--- config.mk ---
export PLATFORM = sky130hd
export DESIGN_NAME = key_input_conditioner
export DESIGN_NICKNAME = d
export VERILOG_FILES = /design/src/rtl/key_input_conditioner.sv
export SDC_FILE = /design/constraint.sdc
export NUM_CORES = 1
export LEC_CHECK = 0
export BUFFER_PORTS_ARGS = -buffer_cell sky130_fd_sc_hd__buf_2
export CAP_MARGIN = 10
export CORE_MARGIN = 2
export CORE_UTILIZATION = 35
export CTS_BUF_LIST = sky130_fd_sc_hd__clkbuf_8
export DETAILED_ROUTE_END_ITERATION = 10
export GPL_TIMING_DRIVEN = 0
export SYNTH_ARGS = -nofsm -noshare
export SYNTH_HDL_FRONTEND = slang
export SYNTH_SLANG_ARGS = --single-unit
--- constraint.sdc ---
create_clock -name clock -period 4.32 [get_ports clock]
set_clock_uncertainty 0.05 [all_clocks]
set_input_delay 0.432 -clock clock [delete_from_list [all_inputs] [get_ports clock]]
set_output_delay 0.432 -clock clock [all_outputs]
set_load 0.01 [all_outputs]
--- src/rtl/key_input_conditioner.sv ---
// key_input_conditioner
// Conditions raw board KEY/SW inputs for the HEX scroll counter. Each channel
// gets a two-flop synchronizer, a debounce counter, a normalized active-high
// level, single-cycle press/release pulses and a press-toggled latch.
// Channels are fully independent and share only the clock and reset.

module key_input_conditioner #(
    parameter int NUM_IN          = 4,
    parameter int DEBOUNCE_CYCLES = 1000000,
    parameter int CNT_W           = 20,
    parameter bit ACTIVE_LOW      = 1'b1
) (
    input  logic              clock,
    input  logic              reset,
    input  logic [NUM_IN-1:0] raw_in,
    output logic [NUM_IN-1:0] level_out,
    output logic [NUM_IN-1:0] press_pulse,
    output logic [NUM_IN-1:0] release_pulse,
    output logic [NUM_IN-1:0] toggle_out
);

    // Terminal count: a new level is accepted when the counter sits here while
    // the synchronized input still differs from the current level.
    localparam logic [CNT_W-1:0] CNT_MAX = CNT_W'(DEBOUNCE_CYCLES - 1);

    // Inversion mask so that the synchronizer always sees 1 = asserted and
    // its inactive (reset) value is 0 for both KEY and SW style inputs.
    localparam logic [NUM_IN-1:0] INV_MASK = ACTIVE_LOW ? {NUM_IN{1'b1}} : {NUM_IN{1'b0}};

    logic [NUM_IN-1:0] norm_in;

    logic [NUM_IN-1:0] sync1_q;
    logic [NUM_IN-1:0] sync2_q;

    logic [CNT_W-1:0]  cnt_q [NUM_IN];
    logic [CNT_W-1:0]  cnt_d [NUM_IN];

    logic [NUM_IN-1:0] level_q;
    logic [NUM_IN-1:0] level_d;

    logic [NUM_IN-1:0] press_q;
    logic [NUM_IN-1:0] press_d;
    logic [NUM_IN-1:0] release_q;
    logic [NUM_IN-1:0] release_d;

    logic [NUM_IN-1:0] toggle_q;
    logic [NUM_IN-1:0] toggle_d;

    assign norm_in = raw_in ^ INV_MASK;

    // Two-flop synchronizer; nothing sits between the two stages.
    always_ff @(posedge clock or posedge reset) begin
        if (reset) begin
            sync1_q <= '0;
            sync2_q <= '0;
        end else begin
            sync1_q <= norm_in;
            sync2_q <= sync1_q;
        end
    end

    // Debounce: count consecutive cycles where the synchronized input differs
    // from the accepted level; any agreement restarts the run from zero.
    always_comb begin
        level_d = level_q;
        for (int i = 0; i < NUM_IN; i++) begin
            cnt_d[i] = cnt_q[i];
            if (sync2_q[i] == level_q[i]) begin
                cnt_d[i] = '0;
            end else if (cnt_q[i] == CNT_MAX) begin
                level_d[i] = sync2_q[i];
                cnt_d[i]   = '0;
            end else begin
                cnt_d[i] = cnt_q[i] + 1'b1;
            end
        end
    end

    // Edge pulses are derived from the next level so they line up with the
    // cycle in which level_out takes its new value. The toggle flips one
    // cycle later, on the edge that sees press_pulse high.
    always_comb begin
        press_d   = level_d & ~level_q;
        release_d = ~level_d & level_q;
        toggle_d  = toggle_q ^ press_q;
    end

    // Debounce counters and accepted level.
    always_ff @(posedge clock or posedge reset) begin
        if (reset) begin
            for (int i = 0; i < NUM_IN; i++) begin
                cnt_q[i] <= '0;
            end
            level_q <= '0;
        end else begin
            for (int i = 0; i < NUM_IN; i++) begin
                cnt_q[i] <= cnt_d[i];
            end
            level_q <= level_d;
        end
    end

    // Registered press/release pulses and the press-toggled latch.
    always_ff @(posedge clock or posedge reset) begin
        if (reset) begin
            press_q   <= '0;
            release_q <= '0;
            toggle_q  <= '0;
        end else begin
            press_q   <= press_d;
            release_q <= release_d;
            toggle_q  <= toggle_d;
        end
    end

    assign level_out     = level_q;
    assign press_pulse   = press_q;
    assign release_pulse = release_q;
    assign toggle_out    = toggle_q;

endmodule

==> results.py, run 1 <==
metrics = {
    "timing": {
        "setup_viol": 0,
        "setup_ws_ns": 2.00,
        "final_hold_viol_count": 0,
        "timing.fmax_mhz": 431,
        "fin_crit_sh_pct": 53.8,
        "worst-slew-pin-transition_ns": 1.00,
        "min_period_ns": 2.32,
        "relSlewSlack_pct": 32.5,
        "report.final.slew_viol_count": 0,
        "finalSetupTns_ns": 0,
        "rsz0062_at_grt": "no",
    },
    "finish": {
        "nets": 513,
        "stdcell_count": 683,
        "syn2layout_area_growth_pct": 10.6,
        "diodes": 0,
        "fin_area_sq_um": 5360,
        "drive_gt1_share_pct": 11.2,
    },
    "cts": {
        "cts_resized": 0,
        "cts_htree_levels": 3,
        "clock_latency_ns": 0.38,
        "clk_path_buf_depth": 2,
        "cts_root_buf": "clkbuf_8",
        "cts_made_buffers": 9,
        "cts_sinks": 104,
        "cts_tree": "done",
        "post_cts_buffers": 0,
        "ctsHoldBuffers": 0,
        "clkTransAtPathRegs_ns": 0.10,
    },
    "logic_synthesis": {
        "yosys.area.top_type_share_pct": 53.7,
        "synth_area_leader_cell": "dfrtp_1",
        "netlist_area_sq_um": 4850,
        "synthXorXnorAreaFrac_pct": 10.8,
        "syn_inst": 470,
        "synth_adder_area_share_pct": 1.03,
        "yosys_warnings": 0,
        "yosysSeqAreaShare_pct": 53.7,
        "synth_top_family_by_area": "simple AND/OR/NAND/NOR gates",
        "synth_edf_count": 0,
        "synth-compound-area-share_pct": 6.02,
        "synthArstFlopShare_pct": 100,
        "synth-main-ff-cell": "dfrtp_1",
        "ys_ff_latch": 104,
        "post_synth.cell_area_avg_sq_um": 10.3,
        "yosys-top-cells-area": "dfrtp_1 54%, xnor2_1 6.5%, nor2_1 5.0%",
        "synthSimpleGateAreaFrac_pct": 25.4,
        "syn-num-nets": 480,
        "yosysUniqueCellTypes": 40,
        "synthMuxAreaShare_pct": 0.930,
    },
    "pwr": {
        "vdd_drop_max_uv": 151,
        "swShare_pct": 24.2,
        "internal-power_uw": 1210,
        "p_seq_share_pct": 62.5,
        "power-per-cell-area_nw_per_um2": 298,
        "leakage_uw": 0.00221,
        "pwr-share-comb_pct": 3.6,
        "pwr-share-clk_pct": 33.9,
        "p_sw_uw": 387,
    },
    "floorplan": {
        "die_area_sq_um": 14800,
        "die_x_microns": 122,
        "die_h_microns": 122,
        "io-pin-count": 22,
        "core_area_sq_um": 13400,
        "initial_core_util_pct": 36.2,
        "core.rowCount": 42,
    },
    "critical_path": {
        "crit_family": "compound AO/OA/AOI/OAI gates",
        "reg2reg_depth": 6,
        "ff2ff_setup_slack_ns": 2.00,
        "critPathCaptureType": "flop",
        "crit_required_ns": 4.53,
        "r2r_end": "cnt_q[27]$_DFF_PP0_",
        "cp.depth": 6,
        "startpoint_type": "flop",
        "reg2reg_from": "cnt_q[20]$_DFF_PP0_",
        "cp_max_fo": 10,
        "crit_path_start": "cnt_q[20]$_DFF_PP0_",
        "cp_num_buf_inv": 1,
        "cp-endpoint": "cnt_q[27]$_DFF_PP0_",
        "cp.arrival_ns": 2.53,
        "max_stage_delay_ns": 0.65,
        "crit_slowest_cell": "o31ai_2",
        "worstPathCellList": "ha_1 -> nand2_1 -> or2_2 -> o31ai_2 -> buf_2 -> nor2_1",
        "crit_type": "reg -> reg",
    },
    "grt": {
        "track_usage_pct": 13.5,
        "antenna_found_initial": 0,
        "overflow": 0,
        "grt_pass1_wl_microns": 16100,
        "grt_pass1_vias": 3448,
        "grt_max_degree": 73,
    },
    "place": {
        "place_ws_ns": 1.96,
        "place_area_sq_um": 5200,
        "hpwlAfterDp_microns": 6340,
        "place_congestion": 0.759,
        "port_buffers": 21,
        "dpl.cell_count": 668,
    },
    "hold_path": {
        "min_path_type": "in -> async",
    },
    "routing": {
        "drt_wl_total_microns": 9180,
        "drt-initial-drc-count": 232,
        "drc": 0,
        "vias_per_cell": 5.07,
        "antenna_left": 0,
        "drt_pre_antenna_iters": 4,
        "vias": 3462,
        "routedWlPerCell_microns": 13.4,
    },
    "outcome": {
        "status": "completed",
    },
    "run": {
        "maxCapViolations": 0,
    },
}
[layout make-up]
class / count / area [sq um]
Fill cell: 1318 / 8040
Buffer: 8 / 41.3
Clock inverter: 6 / 36.3
Multi-Input combinational cell: 342 / 2140
Inverter: 16 / 62.6
Sequential cell: 104 / 2600
Clock buffer: 9 / 124
Timing Repair Buffer: 22 / 133
Tap cell: 176 / 220
[kinds of logic after synthesis]
family                   Yosys count
AO/OA/AOI/OAI                     44
XOR/XNOR                          60
adder cells (fa/ha/maj)            4
buffers and inverters             24
flip-flops                       104
multiplexers                       4
AND/OR/NAND/NOR                  230
[layout by cell type, fill, tap and decap left out, types with 2 or more instances in the layout]
master	netlist	layout
dfrtp_1	104	104
nor2_1	65	65
xnor2_1	36	36
nand3_1	28	28
nand2_1	25	25
xor2_1	24	24
buf_2	3	24
nand4_1	20	20
a21oi_1	19	19
inv_1	16	15
and3_1	15	15
nor4_1	14	14
or3_1	12	12
nor3_1	12	12
o21ai_0	11	11
or4_1	10	10
clkbuf_8	0	9
nor3b_1	8	8
o31ai_1	7	7
nand4b_1	4	4
mux2_2	4	4
ha_1	4	4
clkinv_2	0	4
nor4b_1	3	3
clkbuf_1	3	3
nand3b_1	3	3
or2_2	2	2
buf_4	2	2
and2_1	2	2
o31ai_2	2	2
[metrics by stage]
| step | power (uW) | utilization [%] | hold slack [ns] |
|---|---|---|---|
| final | 1600 | 40.0 | 0.0109 |
| after global routing | 1680 | 40.0 | 0.0220 |
| after CTS | 1620 | 40.0 | 0.0101 |
| after detailed placement | 1080 | 38.8 | 0.289 |
| after global placement | 1070 | 38.6 | 0.288 |
| after floorplan | 1050 | - | 0.281 |
[power groups by stage]
stage,combinational (uW),clock (uW),sequential [uW]
finish,57.6,540,997
global route,67.4,608,999
CTS,60.8,566,997
detailed placement,60.5,0,1020
global placement,56.0,0,1020
floorplan,41.2,0,1010
[registers in the layout, summed over array words and instances (netlist names)]
register / cells
cnt_q: 80
level_out: 4
press_pulse: 4
release_pulse: 4
sync1_q: 4
sync2_q: 4
toggle_out: 4
[Yosys cell counts, types with 2 or more instances]
cell / n
dfrtp_1: 104
nor2_1: 65
xnor2_1: 36
nand3_1: 28
nand2_1: 25
xor2_1: 24
nand4_1: 20
a21oi_1: 19
inv_1: 16
and3_1: 15
nor4_1: 14
nor3_1: 12
or3_1: 12
o21ai_0: 11
or4_1: 10
nor3b_1: 8
o31ai_1: 7
ha_1: 4
mux2_2: 4
nand4b_1: 4
buf_2: 3
clkbuf_1: 3
nand3b_1: 3
nor4b_1: 3
and2_1: 2
buf_4: 2
o31ai_2: 2
or2_2: 2
[layer usage]
layer	GRT usage (%)	wire (microns)	vias up	share of wire (%)
met5	0	0	-	0
met4	3.74	94	0	1.0
met3	3.70	329	7	3.6
met2	21.3	4130	49	45
met1	18.3	4620	1676	50
li1	-	-	1730	-
[worst min-delay path by stage]
stage,startpoint,end,slack [ns],cells after the start
after detailed placement,sync1_q[2]$_DFF_PP0_,sync2_q[2]$_DFF_PP0_,0.29,0
after global routing,reset,release_pulse[3]$_DFF_PP0_,0.02,2
after CTS,reset,release_pulse[3]$_DFF_PP0_,0.01,2
after floorplan,sync1_q[0]$_DFF_PP0_,sync2_q[0]$_DFF_PP0_,0.28,0
final,reset,release_pulse[3]$_DFF_PP0_,0.01,2
after global placement,sync1_q[3]$_DFF_PP0_,sync2_q[3]$_DFF_PP0_,0.29,0
Power figures use the tool's default switching activity.
==> run 2, diff against run 1 <==
--- a/config.mk
+++ b/config.mk
@@ -5,6 +5,7 @@
 export SDC_FILE = /design/constraint.sdc
 export NUM_CORES = 1
 export LEC_CHECK = 0
+export ABC_AREA = 1
 export BUFFER_PORTS_ARGS = -buffer_cell sky130_fd_sc_hd__buf_2
 export CAP_MARGIN = 10
 export CORE_MARGIN = 2
==> constraint.sdc (replaced) <==
create_clock -name clock -period 2.2 [get_ports clock]
set_clock_uncertainty 0.05 [all_clocks]
set_input_delay 0.22 -clock clock [delete_from_list [all_inputs] [get_ports clock]]
set_output_delay 0.22 -clock clock [all_outputs]
set_load 0.01 [all_outputs]
==> results.py, run 2 <==
metrics = {
    "cts": {
        "cts_root_buf": "clkbuf_8",
        "cts_sinks": 104,
        "clock_latency_ns": 0.38,
        "clk_path_buf_depth": 2,
        "cts_tree": "done",
        "cts_made_buffers": 9,
        "post_cts_buffers": 0,
        "clkTransAtPathRegs_ns": 0.10,
        "cts_htree_levels": 3,
    },
    "routing": {
        "routedWlPerCell_microns": 12.0,
        "drt-initial-drc-count": 308,
        "drt_pre_antenna_iters": 4,
        "drt_wl_total_microns": 10700,
        "vias_per_cell": 4.68,
        "antenna_left": 0,
        "vias": 4166,
        "drc": 0,
    },
    "grt": {
        "antenna_found_initial": 0,
        "grt_pass1_vias": 4135,
        "grt_max_degree": 38,
        "track_usage_pct": 14.8,
        "overflow": 0,
        "grt_pass1_wl_microns": 19500,
    },
    "floorplan": {
        "core.rowCount": 45,
        "core_area_sq_um": 15100,
        "die_area_sq_um": 16400,
        "die_h_microns": 128,
        "die_x_microns": 128,
        "io-pin-count": 22,
        "initial_core_util_pct": 35.6,
    },
    "critical_path": {
        "worstPathCellList": "inv_1 -> nor2_1 -> nor2_2 -> inv_1 -> nand2_2 -> nor2_1",
        "startpoint_type": "flop",
        "crit_slowest_cell": "dfrtp_1",
        "critPathCaptureType": "flop",
        "cp.arrival_ns": 1.88,
        "ff2ff_setup_slack_ns": 0.55,
        "cp_max_fo": 8,
        "crit_required_ns": 2.43,
        "crit_type": "reg -> reg",
        "reg2reg_from": "sync2_q[2]$_DFF_PP0_",
        "r2r_end": "cnt_q[29]$_DFF_PP0_",
        "max_stage_delay_ns": 0.44,
        "reg2reg_depth": 6,
    },
    "pwr": {
        "p_seq_share_pct": 61.1,
        "vdd_drop_max_uv": 383,
        "leakage_uw": 0.00264,
        "pwr-share-comb_pct": 4.5,
        "p_sw_uw": 805,
        "swShare_pct": 25.1,
        "power-per-cell-area_nw_per_um2": 534,
        "pwr-share-clk_pct": 34.4,
        "internal-power_uw": 2400,
    },
    "finish": {
        "largest_register": "cnt_q",
        "syn2layout_area_growth_pct": 11.6,
        "final_common_cell": "nor2_1",
        "stdcell_count": 890,
        "diodes": 0,
        "drive_gt1_share_pct": 12.4,
        "final_cell_mix": "163 x nor2_1, 107 x nand2_1, 104 x dfrtp_1",
        "largest_register_ffs": 80,
        "nets": 707,
        "n_fill_cell": 1541,
        "post-route-util_pct": 39.7,
        "fin_area_sq_um": 6000,
    },
    "logic_synthesis": {
        "yosysUniqueCellTypes": 35,
        "yosys.area.top_type_share_pct": 48.5,
        "syn_inst": 657,
        "ys_ff_latch": 104,
        "post_synth.cell_area_avg_sq_um": 8.17,
        "synthArstFlopShare_pct": 100,
        "syn-num-nets": 667,
        "synth-main-ff-cell": "dfrtp_1",
        "ys_top_cells_by_count": "163 x nor2_1, 107 x nand2_1, 104 x dfrtp_1, 69 x nand3_1, 66 x inv_1",
        "yosys-top-cells-area": "dfrtp_1 48%, nor2_1 11%, nand2_1 7.5%",
        "synth_area_leader_cell": "dfrtp_1",
        "netlist_area_sq_um": 5370,
        "yosys_warnings": 0,
        "yosysMostFrequentCell": "nor2_1",
        "yosysSeqAreaShare_pct": 48.5,
        "synth_edf_count": 0,
    },
    "timing": {
        "timing.fmax_mhz": 606,
        "report.final.slew_viol_count": 0,
        "holdWs_ns": 0.316,
        "min_period_ns": 1.65,
        "finalSetupTns_ns": 0,
        "fin_crit_sh_pct": 75.0,
        "relSlewSlack_pct": 70.0,
        "setup_viol": 0,
        "worst-slew-pin-transition_ns": 0.450,
        "final_hold_viol_count": 0,
        "rsz0062_at_grt": "no",
    },
    "place": {
        "port_buffers": 21,
        "place_area_sq_um": 5770,
        "dpl.cell_count": 869,
        "hpwlAfterDp_microns": 7830,
        "place_congestion": 0.845,
    },
    "run": {
        "maxCapViolations": 0,
    },
    "hold_path": {
        "min_path_type": "reg -> reg",
        "hold_depth": 0,
        "hold_path_end": "sync2_q[2]$_DFF_PP0_",
        "hold_start": "sync1_q[2]$_DFF_PP0_",
    },
    "outcome": {
        "status": "completed",
    },
}
==> run 2: cell count changes after synthesis, sizes merged, moves of 12 or more <==
cell and change:
nor4 -12, or3 -12, and3 -15, nand2 +91, inv +51, nand3 +47, nand4 -12, xnor2 -22
nor2 +117
==> run 2: logic make-up (layout without fill, tap and decap cells) <==
logic type | count (synthesis) | after routing | synth area share, %
adders and majority gates | 4 | 4 | 0.932
buffers and inverters | 70 | 115 | 5.08
and+or+nand+nor | 412 | 412 | 35.9
xor gates and xnor gates | 44 | 44 | 7.32
DFF | 104 | 104 | 48.5
AOI/OAI and AO/OA | 23 | 23 | 2.35
==> run 2: timing repair <==
action | 4_1_cts | 5_1_grt
hold endpoints to repair | 20 | 0
hold buffers | 5 | 0
resized for setup | 0 | 0
==> run 2: per-stage QoR <==
stage | total power (uW) | worst slack, ns
3_3_place_gp | 2120 | -0.0625
5_1_grt | 3370 | 0.368
4_1_cts | 3290 | 0.527
6_report | 3200 | 0.550
3_5_place_dp | 2140 | 0.545
2_1_floorplan | 2080 | 0.684
==> run 2: how the worst max path moves through the flow <==
stage,depth (start not counted),startpoint,end,slack [ns]
after detailed placement,6,sync2_q[2]$_DFF_PP0_,cnt_q[26]$_DFF_PP0_,0.55
after CTS,6,sync2_q[2]$_DFF_PP0_,cnt_q[26]$_DFF_PP0_,0.53
after global placement,2,reset,cnt_q[58]$_DFF_PP0_,-0.06
final,6,sync2_q[2]$_DFF_PP0_,cnt_q[29]$_DFF_PP0_,0.55
after global routing,6,sync2_q[1]$_DFF_PP0_,cnt_q[55]$_DFF_PP0_,0.37
after floorplan,1,reset,cnt_q[0]$_DFF_PP0_,0.68
==> run 2: per-layer routing <==
layer / track usage [%] / vias up / part of all wire [%]
met1: 19.7 / 1952 / 50
met5: 0 / - / 0
li1: - / 2155 / -
met2: 23.9 / 51 / 45
met3: 3.88 / 8 / 3.2
met4: 4.65 / 0 / 1.5
==> run 2: final cells by class <==
class,instances,area [sq um],area share (%)
Inverter,67,255,4.26
Multi-Input combinational cell,483,2490,41.6
Timing Repair Buffer,29,215,3.59
Buffer,3,21.3,0.355
Clock inverter,7,47.5,0.793
Clock buffer,9,124,2.07
Tap cell,188,235,3.92
Sequential cell,104,2600,43.4
==> run 2: worst max-delay path, delay by kind of cell (launching register included) <==
kind / cells / cell delay, ns
buffers and inverters: 2 / 0.37
DFF: 1 / 0.44
and+or+nand+nor: 4 / 0.68
==> run 2: power by group through the flow <==
| stage | registers, uW | clock network (uW) | logic (uW) |
|---|---|---|---|
| after global routing | 1960 | 1240 | 171 |
| after detailed placement | 1990 | 0 | 143 |
| final | 1960 | 1100 | 143 |
| after global placement | 1990 | 0 | 128 |
| after floorplan | 1990 | 0 | 95.0 |
| after CTS | 1960 | 1180 | 150 |
